`src/rtl/mem_access_stage_pkg.sv`:
```
`default_nettype none
// ============================================================================
// Module   : mem_access_stage_pkg
// Purpose  : Shared constants for the memory-access pipeline stage.
//            - RISC-V load/store op encodings (MEM_*)
//            - TRUE/FALSE single-bit constants
//            - is_mem_op() helper: op codes 9-15 behave as MEM_NONE
// Revision : 1.0  initial release
// ============================================================================
package mem_access_stage_pkg;

  typedef enum logic [3:0] {
    MEM_NONE = 4'd0,
    MEM_LB   = 4'd1,
    MEM_LH   = 4'd2,
    MEM_LW   = 4'd3,
    MEM_LBU  = 4'd4,
    MEM_LHU  = 4'd5,
    MEM_SB   = 4'd6,
    MEM_SH   = 4'd7,
    MEM_SW   = 4'd8
  } mem_op_e;

  localparam logic TRUE  = 1'b1;
  localparam logic FALSE = 1'b0;

  // Only encodings 1..8 touch memory; everything else is a pass-through.
  function automatic logic is_mem_op(input logic [3:0] op);
    return (op >= 4'd1) && (op <= 4'd8);
  endfunction

endpackage
`default_nettype wire

```
`src/rtl/mem_access_stage_if.sv`:
```
`default_nettype none
// ============================================================================
// Module   : mem_access_stage_if
// Purpose  : Bundles the three buses of the memory-access stage:
//            - upstream  : mem_in_* from execute, mem_out_stall back to it
//            - data bus  : dmem_req/we/addr/wdata/be out, dmem_ack/rdata in
//            - writeback : wb_valid/en/rd/data plus error pulses
//            modport slave  : the stage itself
//            modport master : the surrounding environment
// Revision : 1.0  initial release
// ============================================================================
interface mem_access_stage_if;

  logic        mem_in_valid;
  logic        mem_in_alu_busy;
  logic [31:0] mem_in_result;
  logic [31:0] mem_in_store_data;
  logic [3:0]  mem_in_op;
  logic [4:0]  mem_in_rd;
  logic        mem_in_wb_en;
  logic        mem_out_stall;

  logic        dmem_req;
  logic        dmem_we;
  logic [31:0] dmem_addr;
  logic [31:0] dmem_wdata;
  logic [3:0]  dmem_be;
  logic        dmem_ack;
  logic [31:0] dmem_rdata;

  logic        wb_valid;
  logic        wb_en;
  logic [4:0]  wb_rd;
  logic [31:0] wb_data;
  logic        mem_out_misaligned;
  logic        mem_out_bus_err;

  modport slave (
    input  mem_in_valid, mem_in_alu_busy, mem_in_result, mem_in_store_data,
           mem_in_op, mem_in_rd, mem_in_wb_en, dmem_ack, dmem_rdata,
    output mem_out_stall, dmem_req, dmem_we, dmem_addr, dmem_wdata, dmem_be,
           wb_valid, wb_en, wb_rd, wb_data, mem_out_misaligned, mem_out_bus_err
  );

  modport master (
    output mem_in_valid, mem_in_alu_busy, mem_in_result, mem_in_store_data,
           mem_in_op, mem_in_rd, mem_in_wb_en, dmem_ack, dmem_rdata,
    input  mem_out_stall, dmem_req, dmem_we, dmem_addr, dmem_wdata, dmem_be,
           wb_valid, wb_en, wb_rd, wb_data, mem_out_misaligned, mem_out_bus_err
  );

endinterface
`default_nettype wire

```
`src/rtl/mem_access_stage_lane_align.sv`:
```
`default_nettype none
// ============================================================================
// Module   : mem_lane_align
// Purpose  : Combinational byte-lane handling for the memory-access stage.
//            Store side (from the incoming instruction):
//              i_st_op, i_st_addr_lo, i_st_data -> o_be, o_wdata,
//              o_misaligned, o_is_mem, o_is_store
//            Load side (from the latched in-flight access):
//              i_ld_op, i_ld_addr_lo, i_rdata   -> o_ld_data
// Revision : 1.0  initial release
// ============================================================================
module mem_lane_align
  import mem_access_stage_pkg::*;
(
  input  logic [3:0]  i_st_op,
  input  logic [1:0]  i_st_addr_lo,
  input  logic [31:0] i_st_data,
  output logic [3:0]  o_be,
  output logic [31:0] o_wdata,
  output logic        o_misaligned,
  output logic        o_is_mem,
  output logic        o_is_store,
  input  logic [3:0]  i_ld_op,
  input  logic [1:0]  i_ld_addr_lo,
  input  logic [31:0] i_rdata,
  output logic [31:0] o_ld_data
);

  logic [31:0] w_lane;

  // Loads use the same byte-enable pattern as the store of equal width.
  always_comb begin
    o_be         = 4'b0000;
    o_wdata      = i_st_data;
    o_misaligned = FALSE;
    o_is_mem     = is_mem_op(i_st_op);
    o_is_store   = FALSE;
    case (i_st_op)
      MEM_LB, MEM_LBU: begin
        o_be = 4'b0001 << i_st_addr_lo;
      end
      MEM_SB: begin
        o_be       = 4'b0001 << i_st_addr_lo;
        o_wdata    = {4{i_st_data[7:0]}};
        o_is_store = TRUE;
      end
      MEM_LH, MEM_LHU: begin
        o_be         = i_st_addr_lo[1] ? 4'b1100 : 4'b0011;
        o_misaligned = i_st_addr_lo[0];
      end
      MEM_SH: begin
        o_be         = i_st_addr_lo[1] ? 4'b1100 : 4'b0011;
        o_wdata      = {2{i_st_data[15:0]}};
        o_misaligned = i_st_addr_lo[0];
        o_is_store   = TRUE;
      end
      MEM_LW: begin
        o_be         = 4'b1111;
        o_misaligned = |i_st_addr_lo;
      end
      MEM_SW: begin
        o_be         = 4'b1111;
        o_misaligned = |i_st_addr_lo;
        o_is_store   = TRUE;
      end
      default: begin
        o_be = 4'b0000;
      end
    endcase
  end

  // Bring the addressed byte/halfword down to bit 0.
  assign w_lane = i_rdata >> {i_ld_addr_lo, 3'b000};

  always_comb begin
    o_ld_data = i_rdata;
    case (i_ld_op)
      MEM_LB:  o_ld_data = {{24{w_lane[7]}}, w_lane[7:0]};
      MEM_LBU: o_ld_data = {24'd0, w_lane[7:0]};
      MEM_LH:  o_ld_data = {{16{w_lane[15]}}, w_lane[15:0]};
      MEM_LHU: o_ld_data = {16'd0, w_lane[15:0]};
      default: o_ld_data = i_rdata;
    endcase
  end

endmodule
`default_nettype wire

```
`src/rtl/mem_access_stage.sv`:
```
`default_nettype none
// ============================================================================
// Module   : mem_access_stage
// Purpose  : Pipeline stage after execute. Passes ALU results through to
//            writeback, or uses them as the effective address of a RISC-V
//            load/store performed over a single-outstanding req/ack bus.
// Ports    : clk, reset (async, active-high)
//            bus : mem_access_stage_if.slave (upstream, dmem, writeback)
// Params   : TIMEOUT_CYCLES - request cycles without ack before bus error
// Revision : 1.0  initial release
// ============================================================================
module mem_access_stage
  import mem_access_stage_pkg::*;
#(
  parameter int TIMEOUT_CYCLES = 255
)(
  input  logic                   clk,
  input  logic                   reset,
  mem_access_stage_if.slave      bus
);

  localparam logic [0:0]  c_IDLE = 1'b0;
  localparam logic [0:0]  c_WAIT = 1'b1;
  // The counter holds the number of already-elapsed WAIT cycles, so the
  // last permitted request cycle is the one where it equals TIMEOUT-1.
  localparam logic [15:0] c_TIMEOUT_LAST = 16'(TIMEOUT_CYCLES - 1);

  logic [0:0]  r_state;
  logic [15:0] r_count;
  logic [3:0]  r_op;
  logic [1:0]  r_off;
  logic [31:0] r_addr;
  logic [31:0] r_wdata;
  logic [3:0]  r_be;
  logic        r_we;
  logic [4:0]  r_rd;
  logic        r_wb_en;

  logic        r_wb_valid;
  logic        r_wb_en_out;
  logic [4:0]  r_wb_rd;
  logic [31:0] r_wb_data;
  logic        r_misaligned;
  logic        r_bus_err;

  logic        w_accept;
  logic [3:0]  w_be;
  logic [31:0] w_wdata;
  logic        w_misaligned;
  logic        w_is_mem;
  logic        w_is_store;
  logic [31:0] w_ld_data;

  // Stall comes straight from the state flop, so there is no
  // combinational path from mem_in_* to mem_out_stall.
  assign bus.mem_out_stall = (r_state == c_WAIT);
  assign w_accept = bus.mem_in_valid & ~bus.mem_in_alu_busy & ~bus.mem_out_stall;

  mem_lane_align u_align (
    .i_st_op      (bus.mem_in_op),
    .i_st_addr_lo (bus.mem_in_result[1:0]),
    .i_st_data    (bus.mem_in_store_data),
    .o_be         (w_be),
    .o_wdata      (w_wdata),
    .o_misaligned (w_misaligned),
    .o_is_mem     (w_is_mem),
    .o_is_store   (w_is_store),
    .i_ld_op      (r_op),
    .i_ld_addr_lo (r_off),
    .i_rdata      (bus.dmem_rdata),
    .o_ld_data    (w_ld_data)
  );

  always_ff @(posedge clk or posedge reset) begin
    if (reset) begin
      r_state      <= c_IDLE;
      r_count      <= '0;
      r_op         <= '0;
      r_off        <= '0;
      r_addr       <= '0;
      r_wdata      <= '0;
      r_be         <= '0;
      r_we         <= 1'b0;
      r_rd         <= '0;
      r_wb_en      <= 1'b0;
      r_wb_valid   <= 1'b0;
      r_wb_en_out  <= 1'b0;
      r_wb_rd      <= '0;
      r_wb_data    <= '0;
      r_misaligned <= 1'b0;
      r_bus_err    <= 1'b0;
    end else begin
      r_wb_valid   <= 1'b0;
      r_misaligned <= 1'b0;
      r_bus_err    <= 1'b0;
      case (r_state)
        c_IDLE: begin
          if (w_accept) begin
            if (!w_is_mem) begin
              r_wb_valid  <= 1'b1;
              r_wb_en_out <= bus.mem_in_wb_en;
              r_wb_rd     <= bus.mem_in_rd;
              r_wb_data   <= bus.mem_in_result;
            end else if (w_misaligned) begin
              // Squashed: never reaches the bus, never writes rd.
              r_wb_valid   <= 1'b1;
              r_wb_en_out  <= 1'b0;
              r_wb_rd      <= bus.mem_in_rd;
              r_wb_data    <= '0;
              r_misaligned <= 1'b1;
            end else begin
              r_op    <= bus.mem_in_op;
              r_off   <= bus.mem_in_result[1:0];
              r_addr  <= {bus.mem_in_result[31:2], 2'b00};
              r_wdata <= w_wdata;
              r_be    <= w_be;
              r_we    <= w_is_store;
              r_rd    <= bus.mem_in_rd;
              r_wb_en <= bus.mem_in_wb_en;
              r_count <= '0;
              r_state <= c_WAIT;
            end
          end
        end
        c_WAIT: begin
          // Ack is tested first so an ack on the final cycle beats timeout.
          if (bus.dmem_ack) begin
            r_state    <= c_IDLE;
            r_wb_valid <= 1'b1;
            r_wb_rd    <= r_rd;
            if (r_we) begin
              r_wb_en_out <= 1'b0;
              r_wb_data   <= '0;
            end else begin
              r_wb_en_out <= r_wb_en;
              r_wb_data   <= w_ld_data;
            end
          end else if (r_count == c_TIMEOUT_LAST) begin
            r_state     <= c_IDLE;
            r_wb_valid  <= 1'b1;
            r_wb_en_out <= 1'b0;
            r_wb_rd     <= r_rd;
            r_wb_data   <= '0;
            r_bus_err   <= 1'b1;
          end else begin
            r_count <= r_count + 16'd1;
          end
        end
        default: r_state <= c_IDLE;
      endcase
    end
  end

  assign bus.dmem_req           = (r_state == c_WAIT);
  assign bus.dmem_we            = r_we;
  assign bus.dmem_addr          = r_addr;
  assign bus.dmem_wdata         = r_wdata;
  assign bus.dmem_be            = r_be;
  assign bus.wb_valid           = r_wb_valid;
  assign bus.wb_en              = r_wb_en_out;
  assign bus.wb_rd              = r_wb_rd;
  assign bus.wb_data            = r_wb_data;
  assign bus.mem_out_misaligned = r_misaligned;
  assign bus.mem_out_bus_err    = r_bus_err;

endmodule
`default_nettype wire

```
`src/flat_wrapper.sv`:
```
// flat-port wrapper written by rule: the top's interface ports become plain ports
module mem_access_stage_flat import mem_access_stage_pkg::*;
#(
  parameter int TIMEOUT_CYCLES = 255
)
  (clk, reset, bus_mem_in_valid, bus_mem_in_alu_busy, bus_mem_in_result, bus_mem_in_store_data, bus_mem_in_op, bus_mem_in_rd, bus_mem_in_wb_en, bus_dmem_ack, bus_dmem_rdata, bus_mem_out_stall, bus_dmem_req, bus_dmem_we, bus_dmem_addr, bus_dmem_wdata, bus_dmem_be, bus_wb_valid, bus_wb_en, bus_wb_rd, bus_wb_data, bus_mem_out_misaligned, bus_mem_out_bus_err);
  mem_access_stage_if bus_i ();
  input  logic clk;
  input  logic reset;
  input wire logic [$bits(bus_i.mem_in_valid)-1:0] bus_mem_in_valid;
  input wire logic [$bits(bus_i.mem_in_alu_busy)-1:0] bus_mem_in_alu_busy;
  input wire logic [$bits(bus_i.mem_in_result)-1:0] bus_mem_in_result;
  input wire logic [$bits(bus_i.mem_in_store_data)-1:0] bus_mem_in_store_data;
  input wire logic [$bits(bus_i.mem_in_op)-1:0] bus_mem_in_op;
  input wire logic [$bits(bus_i.mem_in_rd)-1:0] bus_mem_in_rd;
  input wire logic [$bits(bus_i.mem_in_wb_en)-1:0] bus_mem_in_wb_en;
  input wire logic [$bits(bus_i.dmem_ack)-1:0] bus_dmem_ack;
  input wire logic [$bits(bus_i.dmem_rdata)-1:0] bus_dmem_rdata;
  output wire logic [$bits(bus_i.mem_out_stall)-1:0] bus_mem_out_stall;
  output wire logic [$bits(bus_i.dmem_req)-1:0] bus_dmem_req;
  output wire logic [$bits(bus_i.dmem_we)-1:0] bus_dmem_we;
  output wire logic [$bits(bus_i.dmem_addr)-1:0] bus_dmem_addr;
  output wire logic [$bits(bus_i.dmem_wdata)-1:0] bus_dmem_wdata;
  output wire logic [$bits(bus_i.dmem_be)-1:0] bus_dmem_be;
  output wire logic [$bits(bus_i.wb_valid)-1:0] bus_wb_valid;
  output wire logic [$bits(bus_i.wb_en)-1:0] bus_wb_en;
  output wire logic [$bits(bus_i.wb_rd)-1:0] bus_wb_rd;
  output wire logic [$bits(bus_i.wb_data)-1:0] bus_wb_data;
  output wire logic [$bits(bus_i.mem_out_misaligned)-1:0] bus_mem_out_misaligned;
  output wire logic [$bits(bus_i.mem_out_bus_err)-1:0] bus_mem_out_bus_err;
  assign bus_i.mem_in_valid = bus_mem_in_valid;
  assign bus_i.mem_in_alu_busy = bus_mem_in_alu_busy;
  assign bus_i.mem_in_result = bus_mem_in_result;
  assign bus_i.mem_in_store_data = bus_mem_in_store_data;
  assign bus_i.mem_in_op = bus_mem_in_op;
  assign bus_i.mem_in_rd = bus_mem_in_rd;
  assign bus_i.mem_in_wb_en = bus_mem_in_wb_en;
  assign bus_i.dmem_ack = bus_dmem_ack;
  assign bus_i.dmem_rdata = bus_dmem_rdata;
  assign bus_mem_out_stall = bus_i.mem_out_stall;
  assign bus_dmem_req = bus_i.dmem_req;
  assign bus_dmem_we = bus_i.dmem_we;
  assign bus_dmem_addr = bus_i.dmem_addr;
  assign bus_dmem_wdata = bus_i.dmem_wdata;
  assign bus_dmem_be = bus_i.dmem_be;
  assign bus_wb_valid = bus_i.wb_valid;
  assign bus_wb_en = bus_i.wb_en;
  assign bus_wb_rd = bus_i.wb_rd;
  assign bus_wb_data = bus_i.wb_data;
  assign bus_mem_out_misaligned = bus_i.mem_out_misaligned;
  assign bus_mem_out_bus_err = bus_i.mem_out_bus_err;
  mem_access_stage #(.TIMEOUT_CYCLES(TIMEOUT_CYCLES)) u_core (.clk(clk), .reset(reset), .bus(bus_i));
endmodule
```
`config.mk`:
```
export PLATFORM = sky130hd
export DESIGN_NAME = mem_access_stage_flat
export DESIGN_NICKNAME = d
export VERILOG_FILES = /design/src/rtl/mem_access_stage_pkg.sv /design/src/rtl/mem_access_stage_if.sv /design/src/rtl/mem_access_stage_lane_align.sv /design/src/rtl/mem_access_stage.sv /design/src/flat_wrapper.sv
export SDC_FILE = /design/constraint.sdc
export NUM_CORES = 1
export LEC_CHECK = 0
export ABC_AREA = 1
export ABC_CLOCK_PERIOD_IN_PS = 10400
export BUFFER_PORTS_ARGS = -buffer_cell sky130_fd_sc_hd__buf_2
export CORE_ASPECT_RATIO = 1.4
export CORE_MARGIN = 1
export CORE_UTILIZATION = 57
export CTS_CLUSTER_SIZE = 14
export DETAILED_ROUTE_END_ITERATION = 16
export PLACE_DENSITY = 0.87
export SLEW_MARGIN = 20
export SYNTH_ARGS = -nofsm -noshare
export SYNTH_HDL_FRONTEND = slang
export SYNTH_SLANG_ARGS = --single-unit
```
`constraint.sdc`:
```
create_clock -name clk -period 10.4 [get_ports clk]
set_clock_uncertainty 0.2 [all_clocks]
set_input_delay 0.52 -clock clk [delete_from_list [all_inputs] [get_ports clk]]
set_output_delay 0.52 -clock clk [all_outputs]
set_load 0.03 [all_outputs]
```
==> metrics.cfg, run 1 <==
[floorplanning]
start_util_pct = 59.0
rows = 49
die_y_um = 139
die_w_um = 99.8
dieArea_mm2 = 0.0139
ios = 223
core-area_mm2 = 0.0129

[layout]
nFillCells = 1086
drive_gt1_share_pct = 21.7
layout_common_cells = nand2_1 (470), buf_2 (220), nand3_1 (158), dfrtp_1 (137), nor2_1 (87)
final_common_cell = nand2_1
fin_nets = 1396
syn2layout_area_growth_pct = 22.3
n_antenna_cell = 0

[worst_setup_path]
required_ns = 10.55
worstSetupEndpointType = flop
path_delay_family = simple AND/OR/NAND/NOR gates
path_class = reg2reg
cp_max_fo = 74
cp-start-kind = flop
path_buf_inv = 2
cpMostUsedCell = nand2_1
cpPeakStageDelay_ns = 0.50
cp.arrival_ns = 3.20
slowest_stage = buf_4
crit_chain = nor3b_1, nand3_1, nor2_4, clkinv_2, buf_4, nand2_2, nand2_1, nand2_1

[timing]
worstMarginPinSlew_ns = 1.02
clock.fmax_mhz = 328
period_needed_ns = 3.05
tns_ns = 0
hold_viol_final = 0
drv_slew = 0
setup_viol = 0
relSlewSlack_pct = 31.8
fin_crit_sh_pct = 29.3
rsz0062_at_grt = no

[clock_tree]
worstSkewPairLatency_ns = 0.42
cts-htree-levels = 4
tritoncts = yes
holdBufCountCts = 1
clk_path_buf_depth = 2
path_clk_slew_ns = 0.06
clock-sinks = 137
post_cts_buffers = 0
cts_resized = 0
numCtsBuffers = 17
cts_root_buf = clkbuf_16

[run_status]
status = finished clean

[run]
maxCapViolations = 0

[synthesis]
synth_seq_area_share_pct = 44.9
synth_area_mm2 = 0.00764
ys_ff_latch = 137
yosysUniqueCellTypes = 27
synthCells = 1097
yosysWarnings = 0
syn-mean-instance-area_um2 = 6.96

[pwr]
combPwrFrac_pct = 33.3
p_seq_share_pct = 35.1
power.total_w = 0.00206
irDropWorstVdd_mv = 0.143
p_leak_nw = 5.27
switchingPower_w = 0.000800
switching_share_pct = 38.8
p_clk_share_pct = 31.6
power.internal_w = 0.00126
power_density_mw_per_mm2 = 221

[detailed_routing]
vias = 7965
viasPerCell = 5.41
drc_errors = 0
antenna_left = 0
first_pass_iters = 5
drt_wl_total_um = 22500
routedWlPerCell_um = 15.3
drt_iter0_drc = 466

[place]
port_buffers = 220
hpwl_um = 15200
gp_congestion = 0.957

[global_routing]
grt_max_degree = 82
first_global_vias = 7621
grt_usage_pct = 33.2
antenna_found_initial = 0
grt_pass1_wl_um = 36100
grt_overflow = 0

[worst_hold_path]
hold_path.class = in2reg

-- cell families (layout without fill, tap and decap cells) --
family,after synthesis,count (layout),synth area share (%)
compound gates,83,83,5.67
xor+xnor,11,11,1.26
fa+ha+maj,2,2,0.328
buf+inv,120,317,7.62
flops,137,137,44.9
other cells,1,2,0.0491
simple gates,743,743,40.2
-- synth_stat cells --
| cell type | count | area (µm²) |
|---|---|---|
| nand2_1 | 471 | 1770 |
| nand3_1 | 158 | 791 |
| dfrtp_1 | 137 | 3430 |
| nor2_1 | 87 | 327 |
| inv_1 | 50 | 188 |
| a21oi_1 | 28 | 140 |
| o21ai_1 | 25 | 125 |
| o21ai_0 | 23 | 115 |
| clkbuf_1 | 21 | 78.8 |
| buf_2 | 18 | 90.1 |
| buf_4 | 15 | 113 |
| nand4_1 | 8 | 50.1 |
| buf_6 | 7 | 78.8 |
| inv_2 | 7 | 26.3 |
| o211ai_1 | 7 | 52.6 |
| xor2_1 | 7 | 61.3 |
| nor2_2 | 5 | 31.3 |
| nand2_2 | 4 | 25.0 |
| xnor2_1 | 4 | 35.0 |
| nor3_1 | 3 | 15.0 |
| buf_1 | 2 | 7.51 |
| ha_1 | 2 | 25.0 |
| nand3_2 | 2 | 20.0 |
| nor2_4 | 2 | 22.5 |
| nor3b_1 | 2 | 15.0 |
| and2_1 | 1 | 6.26 |
| conb_1 | 1 | 3.75 |
-- path summary, 6_finish.rpt --
path	cells past startpoint	end	startpoint	slack [ns]
setup / recovery	8	u_core.r_count[9]	u_core.bus.dmem_req	7.35
hold / removal	2	u_core.bus.mem_out_bus_err	bus_dmem_ack	0.09
setup reg to reg	8	u_core.r_count[9]	u_core.bus.dmem_req	7.35
hold reg to reg	2	u_core.bus.dmem_addr[16]	u_core.bus.dmem_addr[16]	0.26
max in group asynchronous	5	u_core.bus.wb_data[22]	reset	8.40
min in group asynchronous	3	u_core.bus.dmem_wdata[6]	reset	0.52
-- routing by layer --
metal  share of wire [%]  up-vias  global-route usage (%)
met2                  51      356                    56.4
li1                    -     3851                       -
met4                 3.9        0                    18.4
met5                   0        -                       0
met1                  38     3696                    38.9
met3                 7.1       62                    6.75
-- area by class of cell --
type / instances / area (µm²) / share of cell area, %
timing repair buffer: 229 / 1190 / 12.8
clock inverter: 11 / 170 / 1.82
multi-input combinational: 841 / 3640 / 39.0
clock buffer: 20 / 467 / 5.00
tap: 178 / 223 / 2.38
sequential: 137 / 3430 / 36.7
inverter: 57 / 220 / 2.36
-- flip-flops by register name, summed over array words and instances (netlist names) --
signal,flops
u_core.r_wb_en,1
u_core.bus.dmem_be,4
u_core.r_op,4
u_core.bus.wb_data,32
u_core.r_rd,5
u_core.bus.dmem_we,1
u_core.bus.dmem_addr,30
u_core.bus.mem_out_bus_err,1
u_core.bus.dmem_req,1
u_core.bus.mem_out_misaligned,1
u_core.bus.wb_rd,5
u_core.bus.wb_valid,1
u_core.bus.wb_en,1
u_core.r_off,2
u_core.bus.dmem_wdata,32
u_core.r_count,16
-- stage by stage --
stage	instances	hold WS [ns]	instance area [µm²]	util (%)	setup WS [ns]
after floorplan	1098	0.283	7640	-	6.01
after global placement	1440	0.248	8660	67.0	7.10
after detailed placement	1440	0.254	8660	67.0	6.99
after CTS	1472	0.0856	9310	72.0	7.39
after global routing	1473	0.0935	9340	72.2	7.11
final	1473	0.0885	9340	72.2	7.35
-- power by group through the flow --
stage,Combinational [W],Clock [W],Sequential [W]
3_3_place_gp,0.000670,0,0.000725
3_5_place_dp,0.000680,0,0.000727
2_1_floorplan,0.000290,0,0.000916
6_report,0.000686,0.000651,0.000722
4_1_cts,0.000685,0.000654,0.000720
5_1_grt,0.000749,0.000675,0.000736
(Power assumes the default switching activity.)
==> run 2: changes to the inputs <==
--- a/config.mk
+++ b/config.mk
@@ -5,15 +5,15 @@
 export SDC_FILE = /design/constraint.sdc
 export NUM_CORES = 1
 export LEC_CHECK = 0
-export ABC_AREA = 1
-export ABC_CLOCK_PERIOD_IN_PS = 10400
+export ABC_AREA = 0
+export ABC_CLOCK_PERIOD_IN_PS = 2800
 export BUFFER_PORTS_ARGS = -buffer_cell sky130_fd_sc_hd__buf_2
 export CORE_ASPECT_RATIO = 1.4
 export CORE_MARGIN = 1
-export CORE_UTILIZATION = 57
+export CORE_UTILIZATION = 47
 export CTS_CLUSTER_SIZE = 14
 export DETAILED_ROUTE_END_ITERATION = 16
-export PLACE_DENSITY = 0.87
+export PLACE_DENSITY = 0.77
 export SLEW_MARGIN = 20
 export SYNTH_ARGS = -nofsm -noshare
 export SYNTH_HDL_FRONTEND = slang
==> constraint.sdc (replaced) <==
create_clock -name clk -period 2.8 [get_ports clk]
set_clock_uncertainty 0.2 [all_clocks]
set_input_delay 0.14 -clock clk [delete_from_list [all_inputs] [get_ports clk]]
set_output_delay 0.14 -clock clk [all_outputs]
set_load 0.03 [all_outputs]
==> metrics.cfg, run 2 <==
[timing]
hold_viol_final = 0
clock.fmax_mhz = 377
rsz0062_at_grt = no
relSlewSlack_pct = 48.4
tns_ns = 0
drv_slew = 0
fin_crit_sh_pct = 94.8
setup_viol = 0
period_needed_ns = 2.65
worstMarginPinSlew_ns = 0.772

[floorplanning]
core-area_mm2 = 0.0150
die_w_um = 106
dieArea_mm2 = 0.0158
start_util_pct = 47.8
ios = 223
rows = 53
die_y_um = 148

[worst_hold_path]
hold_path.class = in2reg

[global_routing]
grt_usage_pct = 26.9
antenna_found_initial = 2
first_global_vias = 6489
grt_max_degree = 71
grt_pass1_wl_um = 33000
grt_overflow = 0

[place]
port_buffers = 220
gp_congestion = 0.853
hpwl_um = 13700
place_inst = 1021

[run]
maxCapViolations = 0

[synthesis]
synth_area_mm2 = 0.00717
synth_top_area_cell = dfrtp_1
syn-mean-instance-area_um2 = 11.3
synthCells = 637
netlist.area_leader.share_pct = 47.8
ys_ff_latch = 137
synth_seq_area_share_pct = 47.8
synth_edf_count = 0
yosysUniqueCellTypes = 59
synthFlopType = dfrtp_1
synth_most_common_cell = dfrtp_1
synthTopCellsByArea = dfrtp_1 (48%), mux2_2 (15%), o21ai_0 (3.8%)
yosysWarnings = 0
synth_commonest_cells = dfrtp_1 (137), mux2_2 (96), o21ai_0 (54)
synth-async-reset-ratio_pct = 100

[detailed_routing]
drt_wl_total_um = 21000
drt_iter0_drc = 284
routedWlPerCell_um = 18.3
antenna_left = 0
first_pass_iters = 5
drc_errors = 0
viasPerCell = 5.58
vias = 6404

[clock_tree]
numCtsBuffers = 17
post_cts_buffers = 0
clock-sinks = 137
cts-htree-levels = 4
cts_root_buf = clkbuf_16
tritoncts = yes
path_clk_slew_ns = 0.06
worstSkewPairLatency_ns = 0.42
clk_path_buf_depth = 2

[run_status]
status = finished clean

[worst_setup_path]
path_class = reg2reg
cp-start-kind = flop
slowest_stage = dlygate4sd3_1
worstSetupEndpointType = flop
required_ns = 2.95
path_buf_inv = 2
crit_chain = or3b_4, a21oi_2, buf_4, a21oi_1, o2bb2ai_1, dlygate4sd3_1, mux2_2
cp_max_fo = 37
cp.arrival_ns = 2.80
cpPeakStageDelay_ns = 0.56
path_delay_family = buffers and inverters

[layout]
drive_gt1_share_pct = 40.2
final_common_cell = buf_2
layout_common_cells = buf_2 (220), dfrtp_1 (137), mux2_2 (96), dlygate4sd3_1 (92), o21ai_0 (54)
fin_nets = 1053
instances_no_fill = 1148
syn2layout_area_growth_pct = 38.8

[pwr]
irDropWorstVdd_mv = 0.432
p_seq_share_pct = 35.1
p_clk_share_pct = 27.4
switching_share_pct = 38.8
power.internal_w = 0.00495
combPwrFrac_pct = 37.6
power_density_mw_per_mm2 = 813
switchingPower_w = 0.00314
p_leak_nw = 4.64

==> run 2: changes by cell type in the layout (fill, tap and decap cells not counted), moves of 40 or more <==
cell | previous run | this run
inv_1 | 49 | 9
dlygate4sd3_1 | 1 | 92
mux2_2 | 0 | 96
nor2_1 | 87 | 33
nand3_1 | 158 | 13
nand2_1 | 470 | 28
==> run 2: area by class of cell <==
class / instances / area (µm²)
fillers: 1159 / 5040
multi-input cells: 443 / 3450
flip-flops and latches: 137 / 3430
repair buffers: 330 / 2190
clock buffers: 18 / 429
well taps: 192 / 240
clock inverters: 14 / 148
inverters: 11 / 47.5
diodes: 3 / 7.51
==> run 2: metrics by stage <==
| stage | area [µm²] | util, % | setup WS [ns] | power, W | hold WS, ns |
|---|---|---|---|---|---|
| 6_report | 9950 | 66.4 | 0.147 | 0.00809 | 0.0135 |
| 5_1_grt | 9950 | 66.4 | 0.000820 | 0.00846 | 0.0536 |
| 4_1_cts | 9940 | 66.3 | 0.172 | 0.00809 | 0.000704 |
| 3_5_place_dp | 8440 | 56.3 | 0.343 | 0.00576 | 0.124 |
| 3_3_place_gp | 8440 | 56.3 | 0.405 | 0.00568 | 0.113 |
| 2_1_floorplan | 7180 | - | 0.401 | 0.00488 | 0.0747 |
==> run 2: layer usage <==
layer,up-vias,part of all wire [%],GRT usage (%)
met5,-,0,0
met3,69,6.1,6.53
met1,3116,37,31.0
li1,2954,-,-
met2,265,52,45.8
met4,0,4.7,14.4
==> run 2: repair_timing <==
item | CTS | global route
gates resized for setup | 0 | 0
setup endpoints to repair | 0 | 0
endpoints found under the hold margin | 142 | 0
hold buffers | 92 | 0
==> run 2: worst register-to-register path: cells and delay by family, from the launching register on <==
kind            cells  cell delay, ns
compound gates      3            0.44
buf+inv             2            0.89
flops               1            0.43
mux                 1            0.14
simple gates        1            0.50
==> run 2: logic make-up after synthesis <==
family	after synthesis	share of synthesized area [%]
adder cells (fa/ha/maj)	4	0.628
AND/OR/NAND/NOR	129	9.57
multiplexers	137	21.4
AO/OA/AOI/OAI	160	14.9
XOR/XNOR	11	1.34
other	1	0.0523
buffers and inverters	58	4.33
flip-flops	137	47.8
==> run 2: worst paths after layout <==
kind,cells past startpoint,slack [ns],to,start
worst min-delay path,4,0.01,u_core.bus.wb_data[21],bus_dmem_rdata[21]
min in group asynchronous,3,0.21,u_core.r_rd[1],reset
max in group asynchronous,4,1.36,u_core.bus.wb_data[25],reset
worst max-delay path,7,0.15,u_core.bus.wb_data[0],u_core.r_op[0]
worst min register to register,1,0.29,u_core.bus.dmem_wdata[29],u_core.bus.dmem_wdata[29]
worst max register to register,7,0.15,u_core.bus.wb_data[0],u_core.r_op[0]
==> run 2: power by group through the flow <==
| stage | combinational [W] | sequential, W | clock [W] |
|---|---|---|---|
| finish | 0.00304 | 0.00284 | 0.00222 |
| global route | 0.00322 | 0.00290 | 0.00233 |
| CTS | 0.00302 | 0.00282 | 0.00224 |
| detailed placement | 0.00290 | 0.00285 | 0 |
| global placement | 0.00285 | 0.00283 | 0 |
| floorplan | 0.00114 | 0.00374 | 0 |
==> run 3: changes to the inputs <==
--- a/config.mk
+++ b/config.mk
@@ -8,10 +8,11 @@
 export ABC_AREA = 0
 export ABC_CLOCK_PERIOD_IN_PS = 2800
 export BUFFER_PORTS_ARGS = -buffer_cell sky130_fd_sc_hd__buf_2
+export CAP_MARGIN = 20
 export CORE_ASPECT_RATIO = 1.4
 export CORE_MARGIN = 1
 export CORE_UTILIZATION = 47
-export CTS_CLUSTER_SIZE = 14
+export CTS_CLUSTER_SIZE = 24
 export DETAILED_ROUTE_END_ITERATION = 16
 export PLACE_DENSITY = 0.77
 export SLEW_MARGIN = 20
==> constraint.sdc (replaced) <==
create_clock -name clk -period 2.8 [get_ports clk]
set_clock_uncertainty 0.2 [all_clocks]
set_input_delay 0.56 -clock clk [delete_from_list [all_inputs] [get_ports clk]]
set_output_delay 0.56 -clock clk [all_outputs]
set_load 0.03 [all_outputs]
==> metrics.cfg, run 3 (synthesized netlist as in run 2, its figures left out) <==
[pwr]
p_seq_share_pct = 35.4
combPwrFrac_pct = 36.4
power_density_mw_per_mm2 = 879
irDropWorstVdd_mv = 0.499
power.internal_w = 0.00497
p_leak_nw = 4.29
p_clk_share_pct = 28.2
switchingPower_w = 0.00303
switching_share_pct = 37.9

[layout]
final_util_pct = 60.7
fin_nets = 966
syn2layout_area_growth_pct = 26.9
final_area_mm2 = 0.00910
drive_gt1_share_pct = 44.7
layout_common_cells = buf_2 (220), dfrtp_1 (137), mux2_2 (96), o21ai_0 (54), a21oi_1 (39)
nFillCells = 1306
final_common_cell = buf_2
seqCellArea_mm2 = 0.00343
multi_input_area_mm2 = 0.00345
instances_no_fill = 1059

[place]
preCtsSetupSlack_ns = 0.0997
place_area_mm2 = 0.00849
place_inst = 1026
port_buffers = 220
hpwl_um = 13800
gp_congestion = 0.869

[detailed_routing]
antenna_left = 0
m1WireLength_um = 7620
drt_iter0_drc = 316
first_pass_iters = 7
drc_errors = 0
dr_wl_met3_um = 1130
vias = 5994
viasPerCell = 5.66
routedWlPerCell_um = 17.8
drt_wl_total_um = 18900
wl_met2_um = 9400
top_layer = met4

[worst_setup_path]
slowest_stage = a2111oi_0
path_class = reg2reg
cp.arrival_ns = 2.61
crit_chain = or3b_4, a2111oi_0, o21ai_0, a32o_1, mux2_4
cpPeakStageDelay_ns = 0.54
rr_worst_depth = 5
cp-start-kind = flop
rrSetupSlack_ns = 0.28
required_ns = 2.89
cp_max_fo = 12
worstSetupEndpointType = flop

[clock_tree]
holdBufCountCts = 0
clk_path_buf_depth = 2
numCtsBuffers = 17
cts_resized = 0
clock-sinks = 137
post_cts_buffers = 0
worstSkewPairLatency_ns = 0.41
cts-htree-levels = 4
tritoncts = yes
cts_root_buf = clkbuf_16
path_clk_slew_ns = 0.06

[timing]
period_needed_ns = 2.52
fin_crit_sh_pct = 89.9
setup_viol = 0
tns_ns = 0
hold_viol_final = 0
worstMarginPinSlew_ns = 0.784
drv_slew = 0
worst_slack_ns = 0.282
clock.fmax_mhz = 397
relSlewSlack_pct = 47.7
rsz0062_at_grt = no

[global_routing]
grt_usage_pct = 24.5
grt_max_degree = 56
grt_pass1_wl_um = 30000
grt_overflow = 0
antenna_found_initial = 1
first_global_vias = 5887

[run_status]
status = finished clean

[floorplanning]
rows = 53
dieArea_mm2 = 0.0158
die_y_um = 148
die_w_um = 106
start_util_pct = 47.8
ios = 223
core-area_mm2 = 0.0150

[run]
maxCapViolations = 0

[worst_hold_path]
hold_path.class = in2async

run 3: cell types whose count changed in the layout (fill, tap and decap cells not counted):
cell / delta
clkbuf_1: +1
clkinvlp_4: -2
clkbuf_8: +4
clkinv_2: -2
diode_2: -2
buf_4: +4
inv_6: -2
dlygate4sd3_1: -92
clkinv_4: +1
buf_12: +1
run 3: per-layer routing:
metal	GRT usage, %	up-vias
li1	-	2784
met1	30.0	2920
met2	39.8	247
met3	5.65	43
met4	13.2	0
met5	0	-
run 3: cell type report:
| type | count | share of cell area (%) |
|---|---|---|
| antenna | 1 | 0.0275 |
| clock buffer | 23 | 5.36 |
| clock inverter | 9 | 1.25 |
| inverter | 11 | 0.523 |
| multi-input combinational | 443 | 38.0 |
| sequential | 137 | 37.7 |
| tap | 192 | 2.64 |
| timing repair buffer | 243 | 14.5 |
run 3: stage by stage:
| stage | hold slack [ns] | total power, W |
|---|---|---|
| 2_1_floorplan | 0.259 | 0.00488 |
| 3_3_place_gp | 0.263 | 0.00569 |
| 3_5_place_dp | 0.271 | 0.00577 |
| 4_1_cts | 0.0104 | 0.00805 |
| 5_1_grt | 0.0371 | 0.00838 |
| 6_report | 0.0161 | 0.00800 |
run 3: worst paths after layout:
| check | endpoint | from |
|---|---|---|
| min in group clk | u_core.r_wb_en | bus_mem_in_wb_en |
| min | u_core.bus.wb_rd[3] | reset |
| min reg2reg | u_core.bus.dmem_wdata[28] | u_core.bus.dmem_wdata[28] |
| max | u_core.bus.wb_data[6] | u_core.r_op[0] |
| max in group asynchronous | u_core.bus.dmem_addr[30] | reset |
| max reg2reg | u_core.bus.wb_data[6] | u_core.r_op[0] |
run 3: power by group through the flow:
stage	clock network, W	logic, W	registers (W)
2_1_floorplan	0	0.00114	0.00374
3_3_place_gp	0	0.00286	0.00283
3_5_place_dp	0	0.00292	0.00286
4_1_cts	0.00229	0.00292	0.00283
5_1_grt	0.00238	0.00310	0.00290
6_report	0.00225	0.00291	0.00283
run 3: worst max-delay path, delay by kind of cell (launching register included):
kind             cells  cell delay (ns)
AO/OA/AOI/OAI        3             1.00
AND/OR/NAND/NOR      1             0.50
flip-flops           1             0.45
multiplexers         1             0.25
